**src/rtl/game_cfg_loader.sv**
```systemverilog
// game_cfg_loader: parses the game-selection record from the ioctl download
// stream and commits the game ID atomically once the download ends.
// Record: addr 0 = 0x54, addr 1 = 0x46, addr 2 = game ID, addr 3 = flags (0x00),
// addr 4 = checksum (XOR of bytes 0..3).
// Optional feature macro: GAME_CFG_CHECKSUM_EN -- when defined the checksum byte
// is required and verified; otherwise a 4-byte record is complete.
//
// state   | meaning
// IDLE    | waiting for a download on CFG_INDEX
// RECV    | capturing record bytes into shadow registers
// CHECK   | one-cycle validation of the captured record
// COMMIT  | publish shadow ID to game, pulse game_update
// REJECT  | flag cfg_error, keep previous game

package game_cfg_pkg;
  typedef logic [7:0] game_t;
endpackage

module game_cfg_loader
  import game_cfg_pkg::*;
#(
  parameter logic [7:0] CFG_INDEX   = 8'd2,
  parameter logic [7:0] MAX_GAME_ID = 8'd31
) (
  input  logic        clk,
  input  logic        reset,
  input  logic        ioctl_download,
  input  logic [7:0]  ioctl_index,
  input  logic        ioctl_wr,
  input  logic [26:0] ioctl_addr,
  input  logic [7:0]  ioctl_dout,
  output game_t       game,
  output logic        game_valid,
  output logic        game_update,
  output logic        cfg_error
);

  localparam logic [2:0] S_IDLE   = 3'd0;
  localparam logic [2:0] S_RECV   = 3'd1;
  localparam logic [2:0] S_CHECK  = 3'd2;
  localparam logic [2:0] S_COMMIT = 3'd3;
  localparam logic [2:0] S_REJECT = 3'd4;

  localparam logic [7:0] MAGIC0 = 8'h54;
  localparam logic [7:0] MAGIC1 = 8'h46;

`ifdef GAME_CFG_CHECKSUM_EN
  localparam logic [26:0] REC_LEN   = 27'd5;
  localparam logic [4:0]  MASK_FULL = 5'b11111;
`else
  localparam logic [26:0] REC_LEN   = 27'd4;
  localparam logic [4:0]  MASK_FULL = 5'b01111;
`endif

  logic [2:0] state;
  logic [4:0] mask;
  logic       dup;
  logic       bad;
  logic [7:0] sh_magic0;
  logic [7:0] sh_magic1;
  logic [7:0] sh_id;
  logic [7:0] sh_flags;
`ifdef GAME_CFG_CHECKSUM_EN
  logic [7:0] sh_csum;
`endif

  logic       cfg_sel;
  logic       addr_ok;
  logic [2:0] byte_sel;
  logic [4:0] sel_onehot;
  logic       accept;

  // Decode the current write: which record byte it targets, if any.
  always_comb begin
    cfg_sel    = (ioctl_index == CFG_INDEX);
    addr_ok    = (ioctl_addr < REC_LEN);
    byte_sel   = ioctl_addr[2:0];
    sel_onehot = 5'b00001 << byte_sel;
  end

  // Record validation, evaluated while in CHECK.
  always_comb begin
    accept = (mask == MASK_FULL) && !dup && !bad &&
             (sh_magic0 == MAGIC0) && (sh_magic1 == MAGIC1) &&
             (sh_flags == 8'h00) && (sh_id <= MAX_GAME_ID);
`ifdef GAME_CFG_CHECKSUM_EN
    if (sh_csum != (sh_magic0 ^ sh_magic1 ^ sh_id ^ sh_flags))
      accept = 1'b0;
`endif
  end

  // Loader FSM, shadow capture and registered outputs.
  always_ff @(posedge clk) begin
    if (reset) begin
      state       <= S_IDLE;
      mask        <= '0;
      dup         <= 1'b0;
      bad         <= 1'b0;
      sh_magic0   <= '0;
      sh_magic1   <= '0;
      sh_id       <= '0;
      sh_flags    <= '0;
`ifdef GAME_CFG_CHECKSUM_EN
      sh_csum     <= '0;
`endif
      game        <= '0;
      game_valid  <= 1'b0;
      game_update <= 1'b0;
      cfg_error   <= 1'b0;
    end else begin
      game_update <= 1'b0;
      case (state)
        S_IDLE: begin
          if (ioctl_download && cfg_sel) begin
            state     <= S_RECV;
            mask      <= '0;
            dup       <= 1'b0;
            bad       <= 1'b0;
            sh_magic0 <= '0;
            sh_magic1 <= '0;
            sh_id     <= '0;
            sh_flags  <= '0;
`ifdef GAME_CFG_CHECKSUM_EN
            sh_csum   <= '0;
`endif
          end
        end
        S_RECV: begin
          if (ioctl_download && !cfg_sel)
            bad <= 1'b1;
          // A write coincident with the download fall is still captured.
          if (ioctl_wr && cfg_sel && addr_ok) begin
            if ((mask & sel_onehot) != 5'b00000)
              dup <= 1'b1;
            mask <= mask | sel_onehot;
            case (byte_sel)
              3'd0: sh_magic0 <= ioctl_dout;
              3'd1: sh_magic1 <= ioctl_dout;
              3'd2: sh_id     <= ioctl_dout;
              3'd3: sh_flags  <= ioctl_dout;
`ifdef GAME_CFG_CHECKSUM_EN
              3'd4: sh_csum   <= ioctl_dout;
`endif
              default: ;
            endcase
          end
          if (!ioctl_download)
            state <= S_CHECK;
        end
        S_CHECK: begin
          state <= accept ? S_COMMIT : S_REJECT;
        end
        S_COMMIT: begin
          game        <= sh_id;
          game_valid  <= 1'b1;
          game_update <= 1'b1;
          cfg_error   <= 1'b0;
          state       <= S_IDLE;
        end
        S_REJECT: begin
          cfg_error <= 1'b1;
          state     <= S_IDLE;
        end
        default: state <= S_IDLE;
      endcase
    end
  end

endmodule

```
**config.mk**
```make
export PLATFORM = sky130hd
export DESIGN_NAME = game_cfg_loader
export DESIGN_NICKNAME = d
export VERILOG_FILES = /design/src/rtl/game_cfg_loader.sv
export SDC_FILE = /design/constraint.sdc
export NUM_CORES = 1
export LEC_CHECK = 0
export ABC_AREA = 1
export ABC_CLOCK_PERIOD_IN_PS = 2900
export CAP_MARGIN = 20
export CORE_ASPECT_RATIO = 0.75
export CORE_MARGIN = 5
export CORE_UTILIZATION = 47
export CTS_BUF_LIST = sky130_fd_sc_hd__clkbuf_8
export CTS_CLUSTER_SIZE = 28
export DETAILED_ROUTE_END_ITERATION = 12
export MAX_ROUTING_LAYER = met4
export PLACE_DENSITY = 0.76
export SYNTH_ARGS = -nofsm -noshare
export SYNTH_HDL_FRONTEND = slang
export SYNTH_SLANG_ARGS = --single-unit
```
**constraint.sdc**
```tcl
create_clock -name clk -period 2.9 [get_ports clk]
set_clock_uncertainty 0.15 [all_clocks]
set_input_delay 0.58 -clock clk [delete_from_list [all_inputs] [get_ports clk]]
set_output_delay 0.58 -clock clk [all_outputs]
set_load 0.1 [all_outputs]
```
==> flow_summary.ini, run 1 <==
[timing]
max_slew_margin_pct = 60.5
finalSetupTns_ns = 0
fin_crit_ns = 2.21
hold_viol = 0
setup_violations = 0
rsz0062_at_grt = no
slew_violations = 0
fmax_mhz = 452
fin_crit_sh_pct = 76.2
tightest_slew_ns = 0.588

[route]
dr.pass1.iters = 4
num_vias = 2492
via_per_inst = 5.27
drt-total-wl_mm = 6.37
drt_iter0_drc = 229
drcViolationCount = 0
drtAntennaViolNets = 0
wire_per_inst_um = 13.5

[clock_network]
cts.reportedPaths.clkPinSlew_ns = 0.10
clk_latency_ns = 0.31
ctsRootBufferMaster = clkbuf_8
postCtsSetupRepairBufs = 0
cts_sinks = 53
cts_tree = done
cts_resized = 0
cts_htree_levels = 2
clk_path_buf_depth = 2
numCtsBuffers = 5
hold_buffers = 0

[worst_setup_path]
crit_path_max_fanout = 32
crit_type = in2reg
timing.critical_path.mode_cell = nand2_1
critPathSlowestCell = clkdlybuf4s50_1
cp.arrival_ns = 2.31
cp_cell_sequence = clkdlybuf4s50_1 > nand2_1 > nor2_2 > nand2_1 > nor2_1 > nand2_1 > nand2_4 > buf_4 > nand4_1 > a21oi_1
cp_top_family = simple AND/OR/NAND/NOR gates
start_kind = input port
r2r_slack_ns = 0.96
critPathMaxStageDelay_ns = 0.45
cp_num_buf_inv = 2
critPathCaptureType = flip-flop
crit_required_ns = 3.00

[floorplanning]
dieArea_mm2 = 0.00688
die_w_um = 94.1
core-area_mm2 = 0.00524
initial_core_util_pct = 47.6
ios = 58
rows = 23
die_y_um = 73.1

[synth]
synth_compound_area_share_pct = 11.7
synth_seq_cells = 53
synth_fa_ha_area_share_pct = 0
synth_xor_area_share_pct = 0
synthArstFlopShare_pct = 0
ys.flop_type = dfxtp_1
yosysSeqAreaShare_pct = 42.5
synth_edf_count = 0
synth_top_family_by_area = simple AND/OR/NAND/NOR gates
yosys.area.top_type = dfxtp_1
yosys_warnings = 0
synth_top_area_share_pct = 42.5
syn_inst = 343
synthSimpleGateAreaFrac_pct = 36.5
synth_area_mm2 = 0.00249
syn_nets = 390
synth_cell_types = 30
synth.avg_cell_area_um2 = 7.27
yosys-top-cells-area = dfxtp_1 (43%), nand4_1 (9.5%), a21oi_1 (8.4%), nand2_1 (8.4%), nor2_1 (7.4%)
synth_mux_area_share_pct = 0

[placement]
portBuffers = 57
place_congestion = 0.847
dp_hpwl_mm = 4.60
dpl-instance-area_mm2 = 0.00307

[layout]
diodes = 0
drive_above_1_share_pct = 11.8
syn_to_final_growth_pct = 28.4
final_nets = 444
final_area_mm2 = 0.00320

[grt]
grt_pass1_vias = 2185
grt_overflow_total = 0
antenna_found_initial = 0
grt_max_degree = 39
grt_util_all_layers_pct = 19.9
grt_pass1_wl_mm = 10.5

[pwr]
p_leak_nw = 1.17
powerDensity_mw_per_mm2 = 445
switching_power_uw = 290
power.total_mw = 1.42
share_comb_of_total_power_pct = 7.6
ir_worst_vdd_mv = 0.260
seq_power_share_pct = 51.1
swShare_pct = 20.4
p_clk_share_pct = 41.3
p_int_mw = 1.13

[job]
drv_cap = 0

[run_status]
status = complete, no violations

[min_path]
hp-class = reg2reg
==> layer usage <==
| metal | global-route usage [%] | part of all wire (%) | wire, um | up-vias |
|---|---|---|---|---|
| met4 | 6.89 | 1.9 | 122 | 0 |
| met1 | 28.0 | 47 | 2990 | 1142 |
| met3 | 4.02 | 6.7 | 430 | 11 |
| met5 | - | 0 | 0 | - |
| li1 | - | - | - | 1264 |
| met2 | 28.3 | 44 | 2830 | 75 |
==> final timing paths <==
| path | endpoint | startpoint | cells past startpoint |
|---|---|---|---|
| worst max-delay path | sh_id[6]$_SDFFE_PP0P_ | ioctl_index[1] | 10 |
| worst min-delay path | sh_flags[5]$_SDFFE_PP0P_ | sh_flags[5]$_SDFFE_PP0P_ | 2 |
| worst max register to register | sh_magic1[3]$_SDFFE_PP0P_ | state[0]$_SDFFE_PP0P_ | 8 |
| worst min register to register | sh_flags[5]$_SDFFE_PP0P_ | sh_flags[5]$_SDFFE_PP0P_ | 2 |
==> cell families after synthesis <==
kind of cell | after synthesis
buffers and inverters | 48
flip-flops | 53
AND/OR/NAND/NOR | 186
AO/OA/AOI/OAI | 56
==> cells in the mapped netlist (2+ instances only) <==
library cell,instances
buf_2,4
buf_4,3
nor2_1,49
clkbuf_1,4
o21ai_0,8
nor2_4,4
clkinv_1,3
nand2_1,56
nand3_1,18
inv_1,26
nor2_2,9
a21oi_1,42
dfxtp_1,53
nor3_1,6
buf_6,4
a21oi_2,2
inv_2,2
nand4_1,38
==> cell type report <==
class                   count  area [um^2]
clock buffers               5         68.8
clock inverters             3         65.1
fillers                   485         2030
inverters                  32          123
multi-input cells         242         1200
flip-flops and latches     53         1060
well taps                  75         93.8
repair buffers             63          588
==> metrics by stage <==
step	cells	hold WS, ns	util, %	worst slack [ns]
5_1_grt	473	0.334	61.2	0.516
6_report	473	0.318	61.2	0.690
3_3_place_gp	465	0.297	58.6	0.380
3_5_place_dp	465	0.304	58.6	0.382
2_1_floorplan	343	0.286	-	1.11
4_1_cts	473	0.318	61.2	0.708
==> cell usage in the layout (no fill, tap or decap), types with 3 or more instances in the layout <==
| master | count |
|---|---|
| clkbuf_8 | 5 |
| nor2_4 | 4 |
| clkinv_1 | 3 |
| clkdlybuf4s50_1 | 46 |
| nand4_1 | 38 |
| nor3_1 | 6 |
| nand3_1 | 18 |
| buf_4 | 17 |
| inv_1 | 26 |
| nor2_2 | 9 |
| o21ai_0 | 8 |
| dfxtp_1 | 53 |
| a21oi_1 | 42 |
| nor2_1 | 49 |
| nand2_1 | 56 |
==> tightest hold or removal path, delay by kind of cell, from the launching register on <==
family | cells | cell delay, ns
flops | 1 | 0.32
simple gates | 1 | 0.06
compound gates | 1 | 0.05
==> power groups by stage <==
stage / Combinational [mW] / Clock, mW / Sequential (mW)
after floorplan: 0.0356 / 0 / 0.745
after global placement: 0.107 / 0 / 0.745
after detailed placement: 0.108 / 0 / 0.745
after CTS: 0.109 / 0.596 / 0.728
after global routing: 0.117 / 0.624 / 0.728
final: 0.109 / 0.588 / 0.728
==> flip-flops by register name, indices dropped and copies added (netlist names) <==
| name | cells |
|---|---|
| game | 8 |
| sh_id | 8 |
| mask | 5 |
| sh_magic1 | 8 |
| sh_flags | 8 |
| game_valid | 1 |
| game_update | 1 |
| dup | 1 |
| bad | 1 |
| state | 3 |
| cfg_error | 1 |
| sh_magic0 | 8 |
Note: power is estimated with default switching activity, not from simulation.
==> run 2: changes to the inputs <==
ABC_CLOCK_PERIOD_IN_PS = 2270   (was 2900)
clock period = 2.27 ns   (was 2.9 ns; I/O delays follow)
==> flow_summary.ini, run 2 (same netlist as run 1, synthesis figures left out) <==
[worst_setup_path]
critPathSlowestCell = clkdlybuf4s50_1
cp_top_family = simple AND/OR/NAND/NOR gates
cp_cell_sequence = clkdlybuf4s50_1 > nand2_1 > nor2_2 > nand3_2 > nand3_1 > nand3_1 > nand2_1 > a21oi_1
rr_worst_depth = 8
critPathMaxStageDelay_ns = 0.45
cp_num_buf_inv = 1
crit_type = in2reg
crit_path_max_fanout = 8
r2r_slack_ns = 0.34
critPathCaptureType = flip-flop
start_kind = input port
reg2reg_from = state[0]$_SDFFE_PP0P_
cp.arrival_ns = 2.00
r2r_end = sh_magic1[5]$_SDFFE_PP0P_
crit_required_ns = 2.31

[route]
drt-total-wl_mm = 6.36
dr.pass1.iters = 4
num_vias = 2489
wire_per_inst_um = 13.3
drcViolationCount = 0
drtAntennaViolNets = 0
drt_iter0_drc = 186
via_per_inst = 5.20

[placement]
dp_slack_ns = -0.0131
dpl-instance-area_mm2 = 0.00314
dp_hpwl_mm = 4.71
place_congestion = 0.809
placed_cells = 471
portBuffers = 57

[timing]
max_slew_margin_pct = 68.1
hold_viol = 0
fin_crit_sh_pct = 86.4
finalSetupTns_ns = 0
slew_violations = 0
fin_crit_ns = 1.96
tightest_slew_ns = 0.474
rsz0062_at_grt = no
setup_slack_ns = 0.309
fmax_mhz = 510
timing.hold.ws_ns = 0.313
setup_violations = 0

[pwr]
ir_worst_vdd_mv = 0.299
power.total_mw = 1.74
p_leak_nw = 1.20
powerDensity_mw_per_mm2 = 533

[min_path]
whs_path_depth = 2
hold-path-endpoint = sh_flags[0]$_SDFFE_PP0P_
hp-class = reg2reg
worstHoldStart = sh_flags[0]$_SDFFE_PP0P_

[floorplanning]
initial_core_util_pct = 47.6
die_y_um = 73.1
die_w_um = 94.1
core-area_mm2 = 0.00524
dieArea_mm2 = 0.00688
rows = 23
ios = 58

[clock_network]
clk_latency_ns = 0.31
cts_resized = 0
postCtsSetupRepairBufs = 0
cts_sinks = 53
cts_htree_levels = 2
cts.reportedPaths.clkPinSlew_ns = 0.09
cts_tree = done
clk_path_buf_depth = 2
hold_buffers = 0
numCtsBuffers = 5
ctsRootBufferMaster = clkbuf_8

[layout]
drive_above_1_share_pct = 13.1
final_nets = 450
layout_commonest_cell = nand2_1
syn_to_final_growth_pct = 30.7
final_cells = 479
diodes = 0
final_area_mm2 = 0.00326
final_cell_mix = nand2_1 (56), dfxtp_1 (53), nor2_1 (49)
utilization_pct = 62.2

[grt]
grt_pass1_wl_mm = 10.6
grt_util_all_layers_pct = 19.8
grt_pass1_vias = 2229
grt_overflow_total = 0
antenna_found_initial = 0
grt_max_degree = 39

[job]
drv_cap = 0

[run_status]
status = complete, no violations
==> run 2: worst max path at each step <==
| stage | from | to | cells after the start |
|---|---|---|---|
| 2_1_floorplan | ioctl_index[0] | sh_id[5]$_SDFFE_PP0P_ | 10 |
| 3_3_place_gp | ioctl_index[1] | sh_magic1[5]$_SDFFE_PP0P_ | 8 |
| 3_5_place_dp | ioctl_index[1] | sh_magic1[2]$_SDFFE_PP0P_ | 8 |
| 4_1_cts | ioctl_index[1] | sh_magic1[5]$_SDFFE_PP0P_ | 8 |
| 5_1_grt | ioctl_addr[2] | sh_magic0[4]$_SDFFE_PP0P_ | 12 |
| 6_report | ioctl_index[1] | sh_magic1[5]$_SDFFE_PP0P_ | 8 |
==> run 2: metal layers <==
layer  wire (um)  vias up  track usage, %
met5           0        -               -
met4          34        0            4.97
met3         462        8            3.71
met2        2870       81            29.5
met1        2990     1127            27.9
li1            -     1273               -
==> run 2: final cells by class <==
class | instances | area [um^2]
fill | 480 | 1980
multi-input combinational | 242 | 1200
sequential | 53 | 1060
timing repair buffer | 69 | 658
inverter | 32 | 123
tap | 75 | 93.8
clock buffer | 6 | 82.6
clock inverter | 2 | 37.5
==> run 2: worst min-delay path: cells and delay by family (launching register included) <==
kind | cells | cell delay (ns)
compound gates | 1 | 0.05
flops | 1 | 0.32
simple gates | 1 | 0.06
==> run 2: report_power, final <==
group | total (mW) | leakage [nW] | switching [mW] | internal, mW
Clock | 0.662 | 0.0574 | 0.304 | 0.358
Sequential | 0.929 | 0.427 | 0.000277 | 0.929
Combinational | 0.144 | 0.716 | 0.0572 | 0.0872
==> run 3: changes to the inputs <==
CTS_CLUSTER_DIAMETER = 80   (was unset)
CTS_CLUSTER_SIZE = unset   (was 28)
TNS_END_PERCENT = 100   (was unset)
==> results of run 3 <==
The final DEF is identical to that of run 2; final timing and power are the same.
